$ cat src/rtl/quad_decoder_if.sv
// Encoder-path bus between the debounced quadrature pins and the UI logic.
// The driver side supplies A/B plus clear controls; the decoder returns position/steps/error.
interface quad_decoder_if #(
  parameter int unsigned WIDTH = 16
);
  logic                    a;
  logic                    b;
  logic                    clear;
  logic                    err_clr;
  logic signed [WIDTH-1:0] position;
  logic                    step_up;
  logic                    step_dn;
  logic                    err;

  modport master (
    output a, b, clear, err_clr,
    input  position, step_up, step_dn, err
  );

  modport slave (
    input  a, b, clear, err_clr,
    output position, step_up, step_dn, err
  );
endinterface

$ cat src/rtl/quad_decoder.sv
// Quadrature decoder: turns debounced A/B into a signed detent count, step pulses and a
// sticky illegal-transition flag. Inputs are already synchronous to clk.
module quad_decoder #(
  parameter int unsigned WIDTH    = 16,
  parameter int unsigned DETENT   = 4,
  parameter bit          SATURATE = 1'b0
) (
  input  logic          clk,
  input  logic          rst_n,
  quad_decoder_if.slave bus
);

  typedef enum logic [1:0] {StInit, StPrime, StRun} state_e;

  localparam logic signed [2:0]       SubMax = 3'(DETENT - 1);
  localparam logic signed [WIDTH-1:0] PosMax = {1'b0, {(WIDTH-1){1'b1}}};
  localparam logic signed [WIDTH-1:0] PosMin = {1'b1, {(WIDTH-1){1'b0}}};
  localparam logic signed [WIDTH-1:0] PosOne = {{(WIDTH-1){1'b0}}, 1'b1};

  state_e                  state_q;
  logic [1:0]              ab_q, ab_qq;
  logic signed [2:0]       sub_q, sub_d;
  logic signed [WIDTH-1:0] pos_q, pos_d;
  logic                    up_q, up_d;
  logic                    dn_q, dn_d;
  logic                    err_q, err_d;
  logic                    inc, dec, illegal;

  // Gray-code decode of the previous -> current sample; only trusted once both are real samples.
  always_comb begin
    inc     = 1'b0;
    dec     = 1'b0;
    illegal = 1'b0;
    if (state_q == StRun) begin
      case ({ab_qq, ab_q})
        4'b00_10, 4'b10_11, 4'b11_01, 4'b01_00: inc     = 1'b1;
        4'b10_00, 4'b11_10, 4'b01_11, 4'b00_01: dec     = 1'b1;
        4'b00_11, 4'b11_00, 4'b10_01, 4'b01_10: illegal = 1'b1;
        default: ;
      endcase
    end
  end

  always_comb begin
    sub_d = sub_q;
    pos_d = pos_q;
    up_d  = 1'b0;
    dn_d  = 1'b0;
    // A simultaneous illegal transition beats err_clr.
    err_d = (err_q & ~bus.err_clr) | illegal;
    if (bus.clear) begin
      sub_d = '0;
      pos_d = '0;
    end else if (inc) begin
      if (sub_q == SubMax) begin
        sub_d = '0;
        up_d  = 1'b1;
        if (!(SATURATE && (pos_q == PosMax))) begin
          pos_d = pos_q + PosOne;
        end
      end else begin
        sub_d = sub_q + 3'sd1;
      end
    end else if (dec) begin
      if (sub_q == -SubMax) begin
        sub_d = '0;
        dn_d  = 1'b1;
        if (!(SATURATE && (pos_q == PosMin))) begin
          pos_d = pos_q - PosOne;
        end
      end else begin
        sub_d = sub_q - 3'sd1;
      end
    end
  end

  always_ff @(posedge clk or negedge rst_n) begin
    if (!rst_n) begin
      state_q <= StInit;
      ab_q    <= 2'b00;
      ab_qq   <= 2'b00;
      sub_q   <= '0;
      pos_q   <= '0;
      up_q    <= 1'b0;
      dn_q    <= 1'b0;
      err_q   <= 1'b0;
    end else begin
      ab_q  <= {bus.a, bus.b};
      ab_qq <= ab_q;
      sub_q <= sub_d;
      pos_q <= pos_d;
      up_q  <= up_d;
      dn_q  <= dn_d;
      err_q <= err_d;
      case (state_q)
        StInit:  state_q <= StPrime;
        StPrime: state_q <= StRun;
        default: state_q <= StRun;
      endcase
    end
  end

  assign bus.position = pos_q;
  assign bus.step_up  = up_q;
  assign bus.step_dn  = dn_q;
  assign bus.err      = err_q;

endmodule

$ cat src/flat_wrapper.sv
// flat-port wrapper written by rule: the top's interface ports become plain ports
module quad_decoder_flat 
#(
  parameter int unsigned WIDTH    = 16,
  parameter int unsigned DETENT   = 4,
  parameter bit          SATURATE = 1'b0
)
  (clk, rst_n, bus_a, bus_b, bus_clear, bus_err_clr, bus_position, bus_step_up, bus_step_dn, bus_err);
  quad_decoder_if #(.WIDTH(WIDTH)) bus_i ();
  input  logic clk;
  input  logic rst_n;
  input wire logic [$bits(bus_i.a)-1:0] bus_a;
  input wire logic [$bits(bus_i.b)-1:0] bus_b;
  input wire logic [$bits(bus_i.clear)-1:0] bus_clear;
  input wire logic [$bits(bus_i.err_clr)-1:0] bus_err_clr;
  output wire logic [$bits(bus_i.position)-1:0] bus_position;
  output wire logic [$bits(bus_i.step_up)-1:0] bus_step_up;
  output wire logic [$bits(bus_i.step_dn)-1:0] bus_step_dn;
  output wire logic [$bits(bus_i.err)-1:0] bus_err;
  assign bus_i.a = bus_a;
  assign bus_i.b = bus_b;
  assign bus_i.clear = bus_clear;
  assign bus_i.err_clr = bus_err_clr;
  assign bus_position = bus_i.position;
  assign bus_step_up = bus_i.step_up;
  assign bus_step_dn = bus_i.step_dn;
  assign bus_err = bus_i.err;
  quad_decoder #(.WIDTH(WIDTH), .DETENT(DETENT), .SATURATE(SATURATE)) u_core (.clk(clk), .rst_n(rst_n), .bus(bus_i));
endmodule
$ cat config.mk
export PLATFORM = sky130hd
export DESIGN_NAME = quad_decoder_flat
export DESIGN_NICKNAME = d
export VERILOG_FILES = /design/src/rtl/quad_decoder_if.sv /design/src/rtl/quad_decoder.sv /design/src/flat_wrapper.sv
export SDC_FILE = /design/constraint.sdc
export NUM_CORES = 1
export LEC_CHECK = 0
export BUFFER_PORTS_ARGS = -buffer_cell sky130_fd_sc_hd__clkbuf_2
export CORE_MARGIN = 3
export CORE_UTILIZATION = 58
export DETAILED_ROUTE_END_ITERATION = 6
export PLACE_DENSITY = 0.79
export SYNTH_ARGS = -nofsm -noshare
export SYNTH_HDL_FRONTEND = slang
export SYNTH_SLANG_ARGS = --single-unit
$ cat constraint.sdc
create_clock -name clk -period 4.2 [get_ports clk]
set_clock_uncertainty 0.1 [all_clocks]
set_input_delay 0.21 -clock clk [delete_from_list [all_inputs] [get_ports clk]]
set_output_delay 0.21 -clock clk [all_outputs]
set_load 0.01 [all_outputs]
==> implementation parameters, run 1 <==
Parameter                              Value

GRT
  Antenna violations before repair    0
  Global Route met3 Usage    3.691%
  Global route overflow    0
  GRT Total Usage    23.54%
  Global routing's busiest layer    met2
  GR Layer Usage met2    39.35%
  Pin count of the biggest net entering global routing    29
  Via count of the first global-routing pass    1647
  First-pass GRT wire length    7700 um
  Grt met1 use    31.72%

Logic synthesis
  Synthesis warning total    0
  Predominant post-synthesis flop cell    sky130_fd_sc_hd__dfrtp_1
  Mean post-synth cell area    9.221 sq um
  Net count of the mapped netlist    237
  Share of synthesized flip-flops with an asynchronous set or reset    100.0%
  Portion of the post-synthesis area used by sequential elements    36.01%
  Number of unique standard cell types used by synthesis    51
  Post-synth EDFFs    0
  Flops & latches, synth    28
  Post-synthesis instance area    0.001946 sq mm
  Synth Instances    211
  Synth top area cells    sky130_fd_sc_hd__dfrtp_1 36%, sky130_fd_sc_hd__ha_1 12%, sky130_fd_sc_hd__a21oi_1 5.1%
  Leading area contributor after synthesis    sky130_fd_sc_hd__dfrtp_1
  Synth top area share    36.01%

Flow run
  Number of maximum-capacitance violations    0

Route
  Number of remaining DRC errors    0
  Remaining antenna violation count    0
  Drt first pass iters    4
  Detailed router's first-iteration violation count    80
  Aggregate routed wire length    4448 um
  Routed len/inst    15.94 um
  Via Count    1686
  Ratio of routed vias to standard cells    6.043

Clock network
  Root buffer selected by CTS    sky130_fd_sc_hd__clkbuf_4
  Reg clk slew, reported paths    160 ps
  TritonCTS sink count    28
  Post-CTS Resized    0
  CTS HTree Levels    1
  CTS tree    done
  Post-CTS repair timing setup buffer count    0
  CTS max path bufs    2
  CTS Hold Buffers Added    4
  Cts bufs inserted    3
  Clk Latency, worst-skew pair    340 ps

Setup path
  List of cells traversed by the critical path    xor2_1 -> or3_1 -> ha_1 -> a21oi_1 -> o221a_2 -> o31ai_1 -> mux2i_1 -> mux2_2
  Highest net fanout along the worst path    23
  CP Data Arrival Time    3670 ps
  Crit-path leading delay family    simple AND/OR/NAND/NOR gates
  Reg-to-Reg Start    u_core.ab_q[0]$_DFF_PN0_
  Critical path buffer and inverter count    0
  Capturing element type of the critical path    register
  Path type of the worst setup path    reg2reg
  Delay of the slowest cell on the worst path    750 ps
  Worst Path Required    4350 ps
  Startpoint of the worst setup timing path    u_core.ab_q[0]$_DFF_PN0_
  Critical path's slowest cell    sky130_fd_sc_hd__or3_1
  Type of element launching the critical path    register

Floorplan
  Boundary Pins    25
  Width of the chip    63.92 um
  Number of cell rows    20
  Area inside the core boundary    0.003128 sq mm
  Starting utilization of the core area    62.20%
  Die area    0.004086 sq mm
  Die Y-Extent    63.92 um

STA
  Slew Limit Headroom    44.04%
  Setup TNS    0 ps
  Max Freq    284.1 MHz
  Final Hold Vio Count    0
  Number of setup violations in the final report    0
  Period Utilization, post-route    83.82%
  Minimum hold slack    282.2 ps
  Slew @ Worst Pin    839.4 ps
  Post-route minimum period    3520 ps
  Unrepaired setup endpoints after global routing    no
  Slew Limit Fails    0

Finish
  Design area    0.002167 sq mm
  Share of final-layout standard cells stronger than drive strength 1    17.45%
  Layout overhead on the synthesized area    11.38%
  Final Net Count    262
  Antenna diode count    0
  Post-Route Utilization    69.28%

Worst hold path
  Class of the tightest hold or removal check    in2reg
  Launch instance of the worst min-delay path    bus_clear

Power
  Peak ir drop on the vdd network    0.2192 mV
  Leakage power total    0.001027 uW
  Power density over cell area    330.0 mW/mm^2

Run status
  Status    finished, final reports clean

Placement
  Input/output buffers    24
  Cell area reported after detailed placement    0.002074 sq mm
  Placed wire-length estimate after detailed placement    3251 um
  Final weighted congestion in routability-driven placement    0.9792
final timing paths:
path	endpoint	slack, ps	cells after the start
worst max-delay path	u_core.bus.position[15]$_DFFE_PN0P_	680	8
max in group asynchronous	u_core.bus.position[5]$_DFFE_PN0P_	3220	2
min in group asynchronous	u_core.bus.step_dn$_DFF_PN0_	330	2
worst min register to register	u_core.ab_qq[0]$_DFF_PN0_	370	0
worst max register to register	u_core.bus.position[15]$_DFFE_PN0P_	680	8
worst min-delay path	u_core.bus.position[4]$_DFFE_PN0P_	280	2
registers in the layout, summed over array words and instances, names as in the netlist:
signal,flops
u_core.ab_qq,2
u_core.bus.step_up,1
u_core.bus.step_dn,1
u_core.sub_q,3
u_core.bus.err,1
u_core.ab_q,2
u_core.state_q,2
u_core.bus.position,16
layer usage:
layer | vias up | share of wire [%]
li1 | 823 | -
met4 | 0 | 0.97
met3 | 6 | 5.1
met1 | 811 | 46
met2 | 46 | 48
met5 | - | 0
cell usage in the layout (no fill, tap or decap), types with 6 or more instances in the layout:
master,netlist,final
sky130_fd_sc_hd__a211oi_1,6,6
sky130_fd_sc_hd__nor2_1,11,11
sky130_fd_sc_hd__o21ai_0,10,10
sky130_fd_sc_hd__xnor2_1,9,9
sky130_fd_sc_hd__dfrtp_1,28,28
sky130_fd_sc_hd__clkbuf_2,0,24
sky130_fd_sc_hd__ha_1,19,19
sky130_fd_sc_hd__nand2_1,24,24
sky130_fd_sc_hd__nand3_1,8,8
sky130_fd_sc_hd__a21oi_1,20,20
area by class of cell:
type	instances	area, sq um
Sequential cell	28	700.7
Tap cell	44	55.05
Inverter	5	18.77
Timing Repair Buffer	29	167.7
Clock inverter	1	30.03
Fill cell	266	960.9
Multi-Input combinational cell	169	1172
Clock buffer	3	22.52
where the power goes:
group          switching, uW  leakage (uW)  internal [uW]
clock                   86.8     0.0000279           96.6
combinational            137      0.000627           91.4
sequential              17.9      0.000372            285
total                    242       0.00103            473
metrics by stage:
step                setup slack (ps)  power, uW  instances
finish                         679.6      715.0        279
CTS                            699.7      716.3        279
global route                   474.2      761.6        279
floorplan                       1250      476.4        211
detailed placement             711.9      530.2        271
global placement               843.4      519.5        271
worst register-to-register path: cells and delay by family, from the launching register on:
family                   cells  cell delay, ps
flip-flops                   1             450
AO/OA/AOI/OAI                3             750
multiplexers                 2             600
XOR/XNOR                     1             200
AND/OR/NAND/NOR              1             750
adder cells (fa/ha/maj)      1             590
synth_stat cells (2+ instances only):
cell                        n
sky130_fd_sc_hd__inv_1      5
sky130_fd_sc_hd__ha_1      19
sky130_fd_sc_hd__or4_1      2
sky130_fd_sc_hd__dfrtp_1   28
sky130_fd_sc_hd__nor2b_1    3
sky130_fd_sc_hd__a21oi_2    3
sky130_fd_sc_hd__clkbuf_1   5
sky130_fd_sc_hd__a211oi_1   6
sky130_fd_sc_hd__nor3_1     3
sky130_fd_sc_hd__nand2b_1   2
sky130_fd_sc_hd__xor2_1     5
sky130_fd_sc_hd__a21o_1     2
sky130_fd_sc_hd__o31ai_1    2
sky130_fd_sc_hd__nand3_1    8
sky130_fd_sc_hd__nand2_2    3
sky130_fd_sc_hd__nand2_1   24
sky130_fd_sc_hd__nand4b_1   2
sky130_fd_sc_hd__nor2_1    11
sky130_fd_sc_hd__o21ai_0   10
sky130_fd_sc_hd__xnor2_1    9
sky130_fd_sc_hd__nand3b_1   5
sky130_fd_sc_hd__a31oi_1    3
sky130_fd_sc_hd__a21oi_1   20
sky130_fd_sc_hd__nand4_1    3
sky130_fd_sc_hd__nor3b_1    2
cell families (layout without fill, tap and decap cells):
group / after synthesis / count (layout) / share of synthesized area (%)
fa+ha+maj: 20 / 20 / 13.25
buf+inv: 14 / 38 / 3.729
xor+xnor: 14 / 14 / 6.302
mux: 2 / 2 / 1.093
flops: 28 / 28 / 36.01
compound gates: 58 / 58 / 19.29
simple gates: 75 / 75 / 20.32
Power figures use the tool's default switching activity.
==> inputs of run 2 (changes only) <==
--- a/config.mk
+++ b/config.mk
@@ -5,9 +5,10 @@
 export SDC_FILE = /design/constraint.sdc
 export NUM_CORES = 1
 export LEC_CHECK = 0
+export ABC_AREA = 1
 export BUFFER_PORTS_ARGS = -buffer_cell sky130_fd_sc_hd__clkbuf_2
 export CORE_MARGIN = 3
-export CORE_UTILIZATION = 58
+export CORE_UTILIZATION = 59
 export DETAILED_ROUTE_END_ITERATION = 6
 export PLACE_DENSITY = 0.79
 export SYNTH_ARGS = -nofsm -noshare
==> constraint.sdc (replaced) <==
create_clock -name clk -period 3.37 [get_ports clk]
set_clock_uncertainty 0.1 [all_clocks]
set_input_delay 0.1685 -clock clk [delete_from_list [all_inputs] [get_ports clk]]
set_output_delay 0.1685 -clock clk [all_outputs]
set_load 0.01 [all_outputs]
==> implementation parameters, run 2 <==
Parameter                              Value

Power
  Switching fraction of total power    43.53%
  Total chip power    1427 uW
  Int Pwr    805.8 uW
  Part of the total power dissipated in combinational logic    51.2%
  Peak ir drop on the vdd network    0.3234 mV
  Net Sw Power    621.1 uW
  Share of power burned in registers    29.6%
  Leakage power total    0.001481 uW
  Power density over cell area    566.0 mW/mm^2
  Fraction of power consumed by the clock network    19.2%

Logic synthesis
  Number of unique standard cell types used by synthesis    24
  Synth Instances    320
  Mean post-synth cell area    7.015 sq um
  Post-synthesis instance area    0.002245 sq mm
  Predominant post-synthesis flop cell    sky130_fd_sc_hd__dfrtp_1
  Synth top area share    31.22%
  Portion of the post-synthesis area used by sequential elements    31.22%
  Most common cell in the netlist    sky130_fd_sc_hd__nand2_1
  Post-synth EDFFs    0
  Share of synthesized flip-flops with an asynchronous set or reset    100.0%
  Synth top area cells    sky130_fd_sc_hd__dfrtp_1 31%, sky130_fd_sc_hd__nand2_1 21%, sky130_fd_sc_hd__ha_1 11%
  Net count of the mapped netlist    346
  Flops & latches, synth    28
  Synthesis warning total    0
  Top cells by count, synth    125 x sky130_fd_sc_hd__nand2_1, 50 x sky130_fd_sc_hd__inv_1, 28 x sky130_fd_sc_hd__dfrtp_1
  Leading area contributor after synthesis    sky130_fd_sc_hd__dfrtp_1

Setup path
  Reg2Reg Depth    13
  Crit path top cell by count    sky130_fd_sc_hd__nand2_1
  Path type of the worst setup path    reg2reg
  Startpoint of the worst setup timing path    u_core.ab_q[1]$_DFF_PN0_
  Reg2Reg Capture Point    u_core.bus.position[14]$_DFFE_PN0P_
  Worst reg-to-reg setup slack    830 ps
  Delay of the slowest cell on the worst path    530 ps
  Highest net fanout along the worst path    21
  CP Data Arrival Time    2620 ps
  Critical path's slowest cell    sky130_fd_sc_hd__fa_1
  Number of cells on the critical path    13
  Capturing element type of the critical path    register
  List of cells traversed by the critical path    inv_2 -> nand2_1 -> nand2_2 -> nand3_4 -> fa_1 -> nand3_1 -> nand3_1 -> nand2_1 -> nand2_1 -> nand2_1 -> nand3b_1 -> nand3_1 -> nand2_1
  Type of element launching the critical path    register
  Critical path buffer and inverter count    1
  Worst Path Required    3450 ps
  Crit-path leading delay family    simple AND/OR/NAND/NOR gates
  Reg-to-Reg Start    u_core.ab_q[1]$_DFF_PN0_
  Capture point of the worst path    u_core.bus.position[14]$_DFFE_PN0P_

Finish
  Commonest cells after routing, fill and taps aside    125 x sky130_fd_sc_hd__nand2_1, 50 x sky130_fd_sc_hd__inv_1, 28 x sky130_fd_sc_hd__dfrtp_1, 24 x sky130_fd_sc_hd__clkbuf_2, 19 x sky130_fd_sc_hd__ha_1
  Filler cell count in the final layout    280
  Max reg flops    16
  Layout overhead on the synthesized area    12.32%
  Most common library cell in the layout ignoring fill and taps    sky130_fd_sc_hd__nand2_1
  Final Net Count    378
  Share of final-layout standard cells stronger than drive strength 1    14.81%
  Area taken by multi-input logic gates    0.001319 sq mm
  Antenna diode count    0
  Area taken by flip-flops and latches    700.7 sq um

Clock network
  CTS tree    done
  Reg clk slew, reported paths    90 ps
  Post-CTS repair timing setup buffer count    0
  Post-CTS Resized    0
  CTS max path bufs    2
  Cts bufs inserted    3
  TritonCTS sink count    28
  CTS Hold Buffers Added    4
  Clk Latency, worst-skew pair    290 ps
  CTS HTree Levels    1
  Root buffer selected by CTS    sky130_fd_sc_hd__clkbuf_8

Floorplan
  Die Y-Extent    67.68 um
  Area inside the core boundary    0.003495 sq mm
  Number of cell rows    21
  Width of the chip    67.68 um
  Boundary Pins    25
  Die area    0.004581 sq mm
  Starting utilization of the core area    64.23%

Placement
  Input/output buffers    24
  Final weighted congestion in routability-driven placement    0.9714
  Placed wire-length estimate after detailed placement    3770 um

GRT
  GRT Total Usage    24.60%
  Global route overflow    0
  First-pass GRT wire length    8700 um
  Via count of the first global-routing pass    1960
  Pin count of the biggest net entering global routing    29
  Antenna violations before repair    0

STA
  Unrepaired setup endpoints after global routing    no
  Slew Limit Fails    0
  Number of setup violations in the final report    0
  Post-route minimum period    2544 ps
  Period Utilization, post-route    75.49%
  Slew Limit Headroom    52.62%
  Max Freq    393.1 MHz
  Final Hold Vio Count    0
  Slew @ Worst Pin    710.7 ps
  Setup TNS    0 ps

Worst hold path
  Class of the tightest hold or removal check    reg2reg

Route
  Routed len/inst    12.56 um
  Drt first pass iters    5
  Via Count    2050
  Remaining antenna violation count    0
  Aggregate routed wire length    4987 um
  Number of remaining DRC errors    0
  Detailed router's first-iteration violation count    126
  Ratio of routed vias to standard cells    5.164

Run status
  Status    finished, final reports clean

Flow run
  Number of maximum-capacitance violations    0
==> run 2: cell count changes after synthesis, sizes merged, moves of 5 or more <==
cell    previous run  this run
inv                5        54
xor2               5         0
nand3              8        23
a211oi             6         0
a21oi             23         9
o21ai             10        17
nor2              11        17
nand2             28       129
clkbuf             5         0
==> run 2: worst min path at each step <==
stage	cells past startpoint	startpoint	to
final	1	u_core.state_q[1]$_DFF_PN0_	u_core.state_q[0]$_DFF_PN0_
after global routing	1	u_core.state_q[1]$_DFF_PN0_	u_core.state_q[0]$_DFF_PN0_
after CTS	2	bus_err_clr	u_core.bus.err$_DFF_PN0_
after detailed placement	1	rst_n	u_core.sub_q[0]$_DFFE_PN0P_
after global placement	1	rst_n	u_core.bus.step_dn$_DFF_PN0_
after floorplan	0	rst_n	u_core.ab_q[0]$_DFF_PN0_
==> run 2: logic make-up after synthesis <==
family | share of synthesized area (%)
AOI/OAI and AO/OA | 8.082
xor gates and xnor gates | 3.122
adders and majority gates | 11.48
buffers and inverters | 10.03
DFF | 31.22
and+or+nand+nor | 36.06
==> run 2: per-layer routing <==
metal / part of all wire [%] / routed length (um) / vias to the layer above / GRT usage (%)
li1: - / - / 1071 / -
met1: 46 / 2303 / 915 / 32.96
met2: 46 / 2286 / 53 / 41.31
met3: 6.2 / 311 / 11 / 2.995
met4: 1.7 / 85 / 0 / 7.089
met5: 0 / 0 / - / 0
==> run 2: power groups by stage <==
stage               combinational (uW)  clock, uW  sequential [uW]
global route                       836        292              431
finish                             730        274              423
global placement                   698          0              427
floorplan                          540          0              436
CTS                                723        279              423
detailed placement                 711          0              430
==> run 2: metrics by stage <==
| stage | util [%] | setup slack, ps | hold slack (ps) | cells | cell area, sq um |
|---|---|---|---|---|---|
| floorplan | - | 1227 | -227.1 | 320 | 2245 |
| global placement | 68.67 | 921.1 | 143.2 | 388 | 2400 |
| detailed placement | 68.67 | 875.8 | 150.4 | 388 | 2400 |
| CTS | 71.86 | 853.1 | 0.2000 | 396 | 2511 |
| global route | 72.14 | 621.8 | 368.2 | 397 | 2521 |
| finish | 72.14 | 825.9 | 338.8 | 397 | 2521 |
==> run 2: area by class of cell <==
class / count / area share, %
multi-input cells: 236 / 52.31
flip-flops and latches: 28 / 27.79
inverters: 54 / 8.040
repair buffers: 29 / 6.749
well taps: 46 / 2.283
clock buffers: 3 / 1.638
clock inverters: 1 / 1.191
==> inputs of run 3 (changes only) <==
==> constraint.sdc (replaced) <==
create_clock -name clk -period 2.4 [get_ports clk]
set_clock_uncertainty 0.1 [all_clocks]
set_input_delay 0.12 -clock clk [delete_from_list [all_inputs] [get_ports clk]]
set_output_delay 0.12 -clock clk [all_outputs]
set_load 0.01 [all_outputs]
==> implementation parameters, run 3 (synthesized netlist as in run 2, its figures left out) <==
Parameter                              Value

Setup path
  Capturing element type of the critical path    register
  Crit path top cell by count    sky130_fd_sc_hd__nand2_1
  Worst Path Required    2520 ps
  Reg-to-Reg Start    u_core.ab_q[0]$_DFF_PN0_
  Path type of the worst setup path    reg2reg
  Reg2Reg Depth    15
  CP Data Arrival Time    2460 ps
  Type of element launching the critical path    register
  Crit-path leading delay family    simple AND/OR/NAND/NOR gates
  Worst reg-to-reg setup slack    70 ps
  List of cells traversed by the critical path    inv_2 -> nand2_1 -> nand2_4 -> nand3_4 -> buf_6 -> ha_1 -> nand2_1 -> nand2_1 -> inv_1 -> nand2_1 -> nand2_2 -> nand2_1 -> nand2_1 -> nand3_1 -> nand2_1
  Critical path buffer and inverter count    3
  Highest net fanout along the worst path    6
  Delay of the slowest cell on the worst path    430 ps
  Critical path's slowest cell    sky130_fd_sc_hd__dfrtp_1
  Reg2Reg Capture Point    u_core.bus.position[14]$_DFFE_PN0P_

Clock network
  CTS tree    done
  CTS max path bufs    2
  Cts bufs inserted    3
  TritonCTS sink count    28
  Reg clk slew, reported paths    90 ps
  Clk Latency, worst-skew pair    280 ps
  Root buffer selected by CTS    sky130_fd_sc_hd__clkbuf_8
  CTS HTree Levels    1

Placement
  Placed wire-length estimate after detailed placement    3777 um
  Worst setup slack before clock tree synthesis    24.38 ps
  Input/output buffers    24
  Final weighted congestion in routability-driven placement    0.8929
  Count of placed standard cells including taps    392
  Cell area reported after detailed placement    0.002430 sq mm

GRT
  Pin count of the biggest net entering global routing    29
  Antenna violations before repair    0
  GRT Total Usage    23.48%
  Global route overflow    0
  Via count of the first global-routing pass    1886
  First-pass GRT wire length    8266 um

Power
  Share of power burned in registers    29.2%
  Total chip power    2073 uW
  Power density over cell area    745.8 mW/mm^2
  Switching fraction of total power    45.18%
  Peak ir drop on the vdd network    0.6301 mV
  Net Sw Power    936.8 uW
  Leakage power total    0.001557 uW
  Int Pwr    1137 uW
  Fraction of power consumed by the clock network    14.1%
  Part of the total power dissipated in combinational logic    56.6%

STA
  Slew Limit Headroom    54.34%
  Post-route minimum period    2333 ps
  Slew Limit Fails    0
  Crit path setup slack, layout    67.20 ps
  Max Freq    428.7 MHz
  Period Utilization, post-route    97.20%
  Minimum hold slack    304.0 ps
  Unrepaired setup endpoints after global routing    yes
  Slew @ Worst Pin    684.8 ps
  Number of setup violations in the final report    0
  Final Hold Vio Count    0

Floorplan
  Area inside the core boundary    0.003495 sq mm
  Boundary Pins    25
  Starting utilization of the core area    64.23%
  Die area    0.004581 sq mm
  Die Y-Extent    67.68 um
  Number of cell rows    21
  Width of the chip    67.68 um

Route
  Number of remaining DRC errors    0
  Routed len/inst    13.74 um
  Aggregate routed wire length    5634 um
  Via Count    2186
  Drt first pass iters    4
  Ratio of routed vias to standard cells    5.332
  Remaining antenna violation count    0
  Detailed router's first-iteration violation count    189

Finish
  Layout overhead on the synthesized area    23.86%
  Share of final-layout standard cells stronger than drive strength 1    22.53%
  Antenna diode count    0
  Final Net Count    391
  Commonest cells after routing, fill and taps aside    123 x sky130_fd_sc_hd__nand2_1, 50 x sky130_fd_sc_hd__inv_1, 28 x sky130_fd_sc_hd__dfrtp_1, 24 x sky130_fd_sc_hd__clkbuf_2, 16 x sky130_fd_sc_hd__nand3_1
  Area taken by multi-input logic gates    0.001504 sq mm
  Finished Layout Cells    410
  Most common library cell in the layout ignoring fill and taps    sky130_fd_sc_hd__nand2_1
  Max reg flops    16
  Filler cell count in the final layout    241
  Design area    0.002780 sq mm
  Area taken by flip-flops and latches    700.7 sq um

Run status
  Status    finished, final reports clean

Flow run
  Number of maximum-capacitance violations    0

Worst hold path
  Class of the tightest hold or removal check    in2async
[run 3: worst max path at each step]
stage	startpoint	endpoint	slack [ps]	cells after the start
after floorplan	u_core.ab_q[1]$_DFF_PN0_	u_core.bus.position[14]$_DFFE_PN0P_	260	13
after global placement	u_core.ab_q[1]$_DFF_PN0_	u_core.bus.position[14]$_DFFE_PN0P_	80	13
after detailed placement	u_core.ab_q[1]$_DFF_PN0_	u_core.bus.position[14]$_DFFE_PN0P_	20	13
after CTS	u_core.ab_q[1]$_DFF_PN0_	u_core.bus.position[14]$_DFFE_PN0P_	5	13
after global routing	u_core.ab_q[1]$_DFF_PN0_	u_core.bus.position[15]$_DFFE_PN0P_	-80	14
final	u_core.ab_q[0]$_DFF_PN0_	u_core.bus.position[14]$_DFFE_PN0P_	70	15
[run 3: area by class of cell]
type	instances	area share, %
multi-input cells	238	54.10
flip-flops and latches	28	25.20
repair buffers	40	9.361
inverters	54	7.291
well taps	46	2.070
clock buffers	4	1.980
[run 3: metrics by stage]
step / TNS [ps] / utilization (%)
6_report: 0 / 79.56
5_1_grt: -217.4 / 79.56
2_1_floorplan: 0 / -
4_1_cts: 0 / 72.54
3_3_place_gp: 0 / 69.53
3_5_place_dp: 0 / 69.53
[run 3: metal layers]
metal	part of all wire (%)	up-vias	track usage, %
met5	0	-	0
met4	1.6	0	3.038
li1	-	1096	-
met2	49	71	40.22
met1	43	1008	31.93
met3	6.3	11	3.494
[run 3: power by group through the flow]
stage                     clock network [uW]  logic (uW)  registers [uW]
after floorplan                            0         759             613
after global placement                     0         993             601
after detailed placement                   0        1010             604
after CTS                                296        1030             595
after global routing                     319        1310             617
final                                    293        1170             606
[run 3: what timing repair did]
action	in CTS	in global routing
buffers inserted	0	7
setup endpoints to repair	0	11
endpoints found under the hold margin	33	0
hold buffers	5	0
gates resized for setup	0	27
